[src/rtl/row_render_seq.sv]
// Sequential wall-column renderer: latches per-line wall parameters, tracks the
// vertical span with a small FSM and steps a fixed-point texture-v accumulator.
module row_render_seq #(
  parameter int H_VIEW = 640,
  parameter int HPOS_W = 10,
  parameter int SIZE_W = 11,
  parameter int TEX_W  = 6,
  parameter int FRAC_W = 10
) (
  input  logic                    clk,
  input  logic                    reset,
  input  logic                    line_start,
  input  logic                    px_en,
  input  logic                    side,
  input  logic [SIZE_W-1:0]       size,
  input  logic [TEX_W-1:0]        texu,
  input  logic [TEX_W+FRAC_W-1:0] vinit,
  input  logic [TEX_W+FRAC_W-1:0] vstep,
  input  logic                    mode,
  input  logic [HPOS_W-1:0]       hpos,
  output logic [5:0]              rgb,
  output logic                    hit,
  output logic [TEX_W-1:0]        texv
);
  localparam int ACC_W = TEX_W + FRAC_W;
  localparam int EW    = SIZE_W + 1;
  localparam logic [EW-1:0] HALF_X = EW'(H_VIEW / 2);
  localparam logic [EW-1:0] LAST_X = EW'(H_VIEW - 1);

  typedef enum logic [1:0] {IDLE, ARMED, INSIDE, DONE} state_t;

  state_t              state;
  logic                side_q;
  logic [TEX_W-1:0]    texu_q;
  logic [ACC_W-1:0]    acc, vstep_q;
  logic [HPOS_W-1:0]   start_q, end_q;

  // Span bounds at SIZE_W+1 bits so HALF+size never overflows before clamping.
  logic [EW-1:0] size_x, start_n, sum_n, end_n;
  assign size_x  = {1'b0, size};
  assign start_n = (size_x >= HALF_X) ? '0 : HALF_X - size_x;
  assign sum_n   = HALF_X + size_x;
  assign end_n   = (sum_n > LAST_X) ? LAST_X : sum_n;

  logic             hit_now;
  logic [TEX_W-1:0] tv;
  logic [5:0]       pix_rgb;
  assign hit_now = (state == INSIDE) || (state == ARMED && hpos == start_q);
  assign tv      = acc[ACC_W-1:FRAC_W];
  assign pix_rgb = mode ? (side_q ? 6'b11_11_11 : 6'b10_10_10)
                        : {texu_q[0] ^ tv[0], side_q, texu_q[2] ^ tv[2], side_q,
                           texu_q[4] ^ tv[4], side_q};

  // Only the even texu bits feed the pattern; the rest are latched but unread.
  logic unused_texu;
  assign unused_texu = ^texu_q;

  always_ff @(posedge clk) begin
    if (reset) begin
      state   <= IDLE;
      side_q  <= 1'b0;
      texu_q  <= '0;
      acc     <= '0;
      vstep_q <= '0;
      start_q <= '0;
      end_q   <= '0;
      rgb     <= '0;
      hit     <= 1'b0;
      texv    <= '0;
    end else if (line_start) begin
      state   <= ARMED;
      side_q  <= side;
      texu_q  <= texu;
      acc     <= vinit;
      vstep_q <= vstep;
      start_q <= HPOS_W'(start_n);
      end_q   <= HPOS_W'(end_n);
      rgb     <= '0;
      hit     <= 1'b0;
      texv    <= '0;
    end else if (px_en) begin
      hit  <= hit_now;
      texv <= hit_now ? tv : '0;
      rgb  <= hit_now ? pix_rgb : '0;
      if (hit_now) acc <= acc + vstep_q;
      case (state)
        ARMED: begin
          if (hpos == start_q)     state <= (hpos == end_q) ? DONE : INSIDE;
          else if (hpos > start_q) state <= DONE;
        end
        INSIDE: if (hpos == end_q) state <= DONE;
        default: ;
      endcase
    end
  end
endmodule

[config.mk]
export PLATFORM = sky130hd
export DESIGN_NAME = row_render_seq
export DESIGN_NICKNAME = d
export VERILOG_FILES = /design/src/rtl/row_render_seq.sv
export SDC_FILE = /design/constraint.sdc
export NUM_CORES = 1
export LEC_CHECK = 0
export ABC_CLOCK_PERIOD_IN_PS = 2000
export CORE_ASPECT_RATIO = 1.4
export CORE_MARGIN = 3
export CORE_UTILIZATION = 49
export CTS_BUF_LIST = sky130_fd_sc_hd__clkbuf_4 sky130_fd_sc_hd__clkbuf_8
export CTS_CLUSTER_DIAMETER = 200
export DETAILED_ROUTE_END_ITERATION = 6
export PLACE_DENSITY = 0.76
export SLEW_MARGIN = 40
export SYNTH_ARGS = -nofsm -noshare
export SYNTH_HDL_FRONTEND = slang
export SYNTH_SLANG_ARGS = --single-unit
[constraint.sdc]
create_clock -name clk -period 2 [get_ports clk]
set_input_delay 0.3 -clock clk [delete_from_list [all_inputs] [get_ports clk]]
set_output_delay 0.3 -clock clk [all_outputs]
set_load 0.05 [all_outputs]
# Yosys cells after proc, flatten, opt, wreduce, memory -nomap -nowiden
# Index checks and enable logic that the tools add are counted.
# Widths: inputs -> output; s select.
# word_totals
reg_bits	73
out_inout_bits	13
# op_classes
n_addsub	3
order_cmp	3
eq_ne	8
mux	16
n_bitwise	3
n_reduce_logical	10
# op_table
op	count
$mux 16	3
$eq 10x10->1	2
$mux 10	2
$mux 6	3
$add 16x16->16	1
$add 9x11->12 const A	1
$gt 12x10->1 const B	1
$ge 11x9->1 const B	1
$gt 10x10->1	1
$sub 9x10->10 const A	1
$reduce_and 4->1	2
$mux 2	3
$reduce_bool 2->1	3
$mux 5	1
$ne 4x2->1 const B	1
$pmux 2 s2	1
$mux 1	3
$ne 3x1->1 const B	1
$ne 3x2->1 const B	1
$reduce_bool 3->1	1
$xor 1x1->1	3
$eq 2x1->1 const B	1
$eq 2x2->1 const B	1
$ne 2x1->1 const B	1
4 further kinds	4

# Depth between registers and ports, before layout
# Gate-level depths: netlist (run 1).
# depth
word_depth	6
ltp_mapped	9
ltp_nobuf	9

# Least setup slack after synthesis (run 1)
# No wires, ideal clock.
# synth_timing
path_type	register to register
startpoint	register acc[4]
endpoint	register acc[9]
arrival_ns	1.840
t_required_ns	1.881
slack_ns	0.042
stages_incl_launch_ff	8
path_buffers	0
cell_sequence	dfxtp_1 -> ha_1 -> a21oi_1 -> nand2_1 -> o211a_1 -> o21a_1 -> o311a_1 -> o221a_2
# synth_via
elab_chain_len	4
# synth_rtl
item	line_no	rtl
start: declaration	35	logic [ACC_W-1:0] acc, vstep_q;
start signal: assignment	74	acc <= vinit;
start signal: assignment	85	if (hit_now) acc <= acc + vstep_q;
$add 16x16->16	85	
$mux 16	85	
$mux 16	81	end else if (px_en) begin
$mux 16	70	end else if (line_start) begin
# Every way passes these cells. The select of a mux whose other input is x is not followed.
# A chain may end at the register's enable or synchronous reset.

# Worst setup path in the final report (run 1)
# layout_timing
startpoint	register start_q[6]
endpoint	register acc[8]
# layout_via
elab_chain_len	5
# layout_rtl
item	line_no	rtl
start: declaration	36	logic [HPOS_W-1:0] start_q, end_q;
start signal: assignment	76	start_q <= HPOS_W'(start_n);
$eq 10x10->1	48	assign hit_now = (state == INSIDE) || (state == ARMED && hpos == start_q);
$logic_and 1x1->1	48	
$logic_or 1x1->1	48	
$reduce_bool 2->1 (no line)	-	
$reduce_and 2->1 (no line)	-	
# Every way passes these cells.

==> results of run 1 <==
power by group through the flow:
stage	Clock, mW	Combinational (mW)	Sequential (mW)
2_1_floorplan	0	0.358	1.50
3_3_place_gp	0	0.655	1.52
3_5_place_dp	0	0.677	1.52
4_1_cts	1.17	0.699	1.49
5_1_grt	1.25	0.819	1.50
6_report	1.17	0.754	1.50
worst min-delay path by stage:
stage	end	startpoint	slack (ps)
floorplan	end_q[6]	size[6]	400
global placement	hit	hit	440
detailed placement	hit	hit	440
CTS	vstep_q[14]	reset	340
global route	vstep_q[12]	reset	350
finish	vstep_q[14]	reset	360
metal layers:
| layer | vias up | global-route usage |
|---|---|---|
| li1 | 1966 | - |
| met1 | 1980 | 0.264 |
| met2 | 111 | 0.480 |
| met3 | 34 | 0.0430 |
| met4 | 0 | 0.123 |
| met5 | - | 0 |
timing repair:
action	CTS	global route
endpoints found under the setup margin	28	44
setup buffers	2	2
cloned	0	2
pin swaps	17	31
resized for setup	30	51
layout by cell type, fill, tap and decap left out, drive strengths merged, types with 7 or more instances in the layout:
| cell | n |
|---|---|
| inv | 29 |
| xnor2 | 12 |
| a22o | 15 |
| nand2 | 39 |
| ha | 32 |
| dfxtp | 69 |
| nor2 | 48 |
| mux2i | 23 |
| clkdlybuf4s50 | 65 |
| nand3 | 7 |
| clkbuf | 11 |
| buf | 86 |
| a21o | 10 |
| o21ai | 18 |
| a211oi | 11 |
| and2 | 8 |
| nor3 | 13 |
| xor2 | 15 |
| a21oi | 19 |
layout make-up:
cell class                 count  area, um2  area share
multi-input combinational    345       2720       0.456
timing repair buffer         158       1410       0.237
sequential                    69       1390       0.233
clock buffer                  11        151      0.0254
tap                          100        125      0.0210
inverter                      31        116      0.0195
clock inverter                 4       47.5     0.00798
critical path, stage by stage, from the launching register on:
cell	delay (ps)
dfxtp_2	330
inv_1	40
ha_1	270
nand4_1	170
o31ai_2	310
buf_4	170
buf_6	90
and2_4	140
buf_6	120
and3_4	170
mux2i_1	60
a31oi_1	160
kinds of logic after synthesis:
kind of cell | after synthesis | share of synthesized area
AND/OR/NAND/NOR | 140 | 0.163
AO/OA/AOI/OAI | 122 | 0.224
flip-flops | 69 | 0.343
buffers and inverters | 50 | 0.0500
adder cells (fa/ha/maj) | 33 | 0.104
XOR/XNOR | 27 | 0.0587
multiplexers | 23 | 0.0571
sequential cells by signal (all words and copies together) (netlist names):
register and flops:
acc 16, start_q 10, state 2, rgb 4, side_q 1, texv 6, texu_q 3, end_q 10
hit 1, vstep_q 16
==> run metrics, run 1 <==
status finished, violations left; failing checks setup timing; post-route setup slack -101 ps; Setup crit end acc[8]; DRC 0; layout cells sized above 1 0.265; die area 0.00936 mm2; wire length on met2 6670 um; CTS H-tree lvls 3; Min-Delay Path Class primary input to flop; final hold violation count 0; CP startpoint start_q[6]; CP endpoint kind flop; Final Cell Area 0.00596 mm2; RR Startpoint start_q[6]; Sw Share 0.276; Reg power frac 0.438; metal3 WL 476 um; r2r setup slk -100 ps; insertion delay to the later sink of the worst-skew pair 360 ps; die width 82.6 um; VDD IR-drop max 0.406 mV; ys async rst share 0; Finished Layout Cells 718; most common cell in the netlist dfxtp_1; data arrival time of the critical path 2400 ps; CP max FO 6; layout filler cell count 554; Post-synth EDFFs 0; pre-CTS setup slack -512 ps; Pre-antenna DRT Iters 4; clk sinks 69; # IOs 78; top cell type's share of synthesized area 0.343; top cells by area, synth dfxtp_1, ha_1, mux2i_1; Overall Global Routing Usage 0.256; combinational share of power 0.221; Max Slew Vio Count 0; drt via density 5.70; core area 0.00789 mm2; achievable clock frequency 0.476 GHz; worst hold stages 2; Routed WL 12100 um; Reg clk slew, reported paths 70 ps; fin crit share 1.05; Placed Area 0.00541 mm2; number of vias in the routed layout 4091; Fin Clk Skew 8.94 ps; CTS root buffer clkbuf_8; DIE HEIGHT 113 um; syn_area_per_cell 8.68 um2; largest net degree at the start of global routing 30; Initial Util 0.510; RSZ-0062 raised after global routing true; total power 3.42 mW; GRT overflow 0; post-synthesis register bit count 69; Final Util 0.755; CTS tree yes; post-route ant nets 0; Hold WS 357 ps; WL met1 4520 um; Commonest cells post-synth dfxtp_1, nor2_1, nand2_1; Wirelength per Cell 16.8 um; row count 38; CTS Buf Count 9; GPL Wtd Cong 0.867; Period minus WS final 2100 ps; post-synthesis sequential area ratio 0.343; critical path class flop to flop; mapped cell area 0.00403 mm2; PD cells 574 mW/mm2; top_reg_cell synth dfxtp_1; leak pwr 2.61 nW; IO Port Bufs 74; first-pass GRT wire length 18500 um; Final setup viols 20; Reg2Reg Capture Point acc[8]; vias in the first global route 4172; Max Used Layer met4; synthesized instance count 464; initial drt markers 215; relative slew slack 0.659; Placed Cells 698; Fin Setup TNS -599 ps; DP Wirelength 8740 um; Clk pwr share 0.341; Slew @ Worst Pin 510 ps; MaxCap Viol Count 0; antenna diode count 0; hold-fix buffers at CTS 0; Syn-to-layout area delta 47.9%; Cell variety after synth 58; R2R cell count 11; largest area contributor in the netlist dfxtp_1; Clock Tree Buf Depth 2; WP data required 2300 ps; Synthesis Warnings 0; syn nets 562; antenna violations before repair 0; crit path launch type flop; Final nets 712; P_int 2.47 mW; Psw 0.945 mW
No activity file was read; power rests on OpenSTA's default activity.
==> run 2, diff against run 1 <==
--- a/config.mk
+++ b/config.mk
@@ -12,6 +12,7 @@
 export CTS_BUF_LIST = sky130_fd_sc_hd__clkbuf_4 sky130_fd_sc_hd__clkbuf_8
 export CTS_CLUSTER_DIAMETER = 200
 export DETAILED_ROUTE_END_ITERATION = 6
+export GPL_ROUTABILITY_DRIVEN = 0
 export PLACE_DENSITY = 0.76
 export SLEW_MARGIN = 40
 export SYNTH_ARGS = -nofsm -noshare
==> run metrics, run 2 (synthesis gave the netlist of run 1 again) <==
Max Slew Vio Count 0; DIE HEIGHT 113 um; CTS Buf Count 9; Final nets 717; CP max FO 3; antenna violations before repair 0; data arrival time of the critical path 2320 ps; relative slew slack 0.656; layout cells sized above 1 0.277; MaxCap Viol Count 0; most common cell after layout, fill and taps aside buf_4; Reg power frac 0.416; insertion delay to the later sink of the worst-skew pair 360 ps; post-route setup slack -79.9 ps; R2R cell count 10; Slew @ Worst Pin 514 ps; Wirelength per Cell 16.8 um; initial drt markers 194; Final setup viols 21; r2r setup slk -80 ps; drt via density 5.62; Sw Share 0.265; GRT overflow 0; achievable clock frequency 0.481 GHz; core area 0.00789 mm2; status finished, violations left; total power 3.59 mW; Overall Global Routing Usage 0.260; first-pass GRT wire length 18800 um; DRC 0; Placed Cells 699; Clock Tree Buf Depth 2; Hold WS 345 ps; die area 0.00936 mm2; largest net degree at the start of global routing 30; DP Wirelength 8770 um; leak pwr 2.67 nW; Clk pwr share 0.371; hold-fix buffers at CTS 0; Fin Clk Skew 10.2 ps; row count 38; CTS H-tree lvls 3; worst hold stages 2; clk sinks 69; biggest regs acc (16), vstep_q (16); vias in the first global route 4253; Min-Delay Path Class primary input to flop; combinational share of power 0.213; fin crit share 1.04; final hold violation count 0; CTS root buffer clkbuf_8; RSZ-0062 raised after global routing true; WP data required 2240 ps; Fin Setup TNS -1170 ps; # IOs 78; Period minus WS final 2080 ps; Finished Layout Cells 724; Final Util 0.769; Pre-antenna DRT Iters 4; Initial Util 0.510; IO Port Bufs 74; failing checks setup timing; VDD IR-drop max 0.476 mV; P_int 2.64 mW; die width 82.6 um; critical path class flop to flop; commonest cells after routing, fill and taps aside buf_4, clkdlybuf4s50_1, dfxtp_1; Psw 0.952 mW; number of vias in the routed layout 4069; PD cells 592 mW/mm2; CP endpoint kind flop; post-route ant nets 0; Syn-to-layout area delta 50.6%; antenna diode count 0; CTS tree yes; crit path launch type flop; Routed WL 12100 um; Reg clk slew, reported paths 70 ps
-- run 2: cell types whose count changed in the layout (fill, tap and decap cells not counted), moves of 3 or more --
cell | previous run | this run
nand2_1 | 33 | 30
buf_4 | 72 | 79
nand2_4 | 0 | 3
dlygate4sd2_1 | 2 | 5
dlymetal6s2s_1 | 5 | 2
-- run 2: power groups by stage --
stage	clock network, mW	registers (mW)	logic [mW]
2_1_floorplan	0	1.50	0.358
3_3_place_gp	0	1.52	0.656
3_5_place_dp	0	1.52	0.681
4_1_cts	1.36	1.49	0.705
5_1_grt	1.41	1.50	0.835
6_report	1.33	1.49	0.764
-- run 2: metal layers --
layer	GRT usage	up-vias	routed length (um)
met4	0.143	0	553
met1	0.277	1915	4530
li1	-	1977	-
met5	0	-	0
met3	0.0430	48	458
met2	0.468	129	6610
-- run 2: repair_timing --
item / in CTS / in global routing
cloned: 1 / 1
pin swaps: 23 / 35
endpoints found under the hold margin: 0 / 0
setup buffers: 5 / 4
resized for setup: 42 / 50
setup endpoints to repair: 28 / 43
-- run 2: metrics by stage --
step | cell area [um2] | worst slack [ps]
2_1_floorplan | 4030 | 41.7
3_3_place_gp | 5410 | -524
3_5_place_dp | 5410 | -528
4_1_cts | 5810 | -74.1
5_1_grt | 6070 | -180
6_report | 6070 | -79.9
-- run 2: layout make-up --
class	instances	area (um2)
clock buffers	13	166
clock inverters	3	67.6
fillers	530	1830
inverters	31	116
multi-input cells	345	2750
flip-flops and latches	69	1390
well taps	100	125
repair buffers	163	1450
-- run 2: final timing paths --
kind	from	endpoint
worst max-delay path	vstep_q[0]	acc[14]
worst min-delay path	reset	vstep_q[14]
worst max register to register	vstep_q[0]	acc[14]
worst min register to register	rgb[5]	rgb[5]
-- run 2: worst max-delay path, cell delays in order (launching register included) --
cell,delay (ps)
dfxtp_2,360
ha_4,150
inv_2,40
fa_2,350
nor2b_2,140
o211ai_1,170
a211oi_2,290
buf_4,170
o31ai_4,60
xor2_1,150
o22ai_1,80
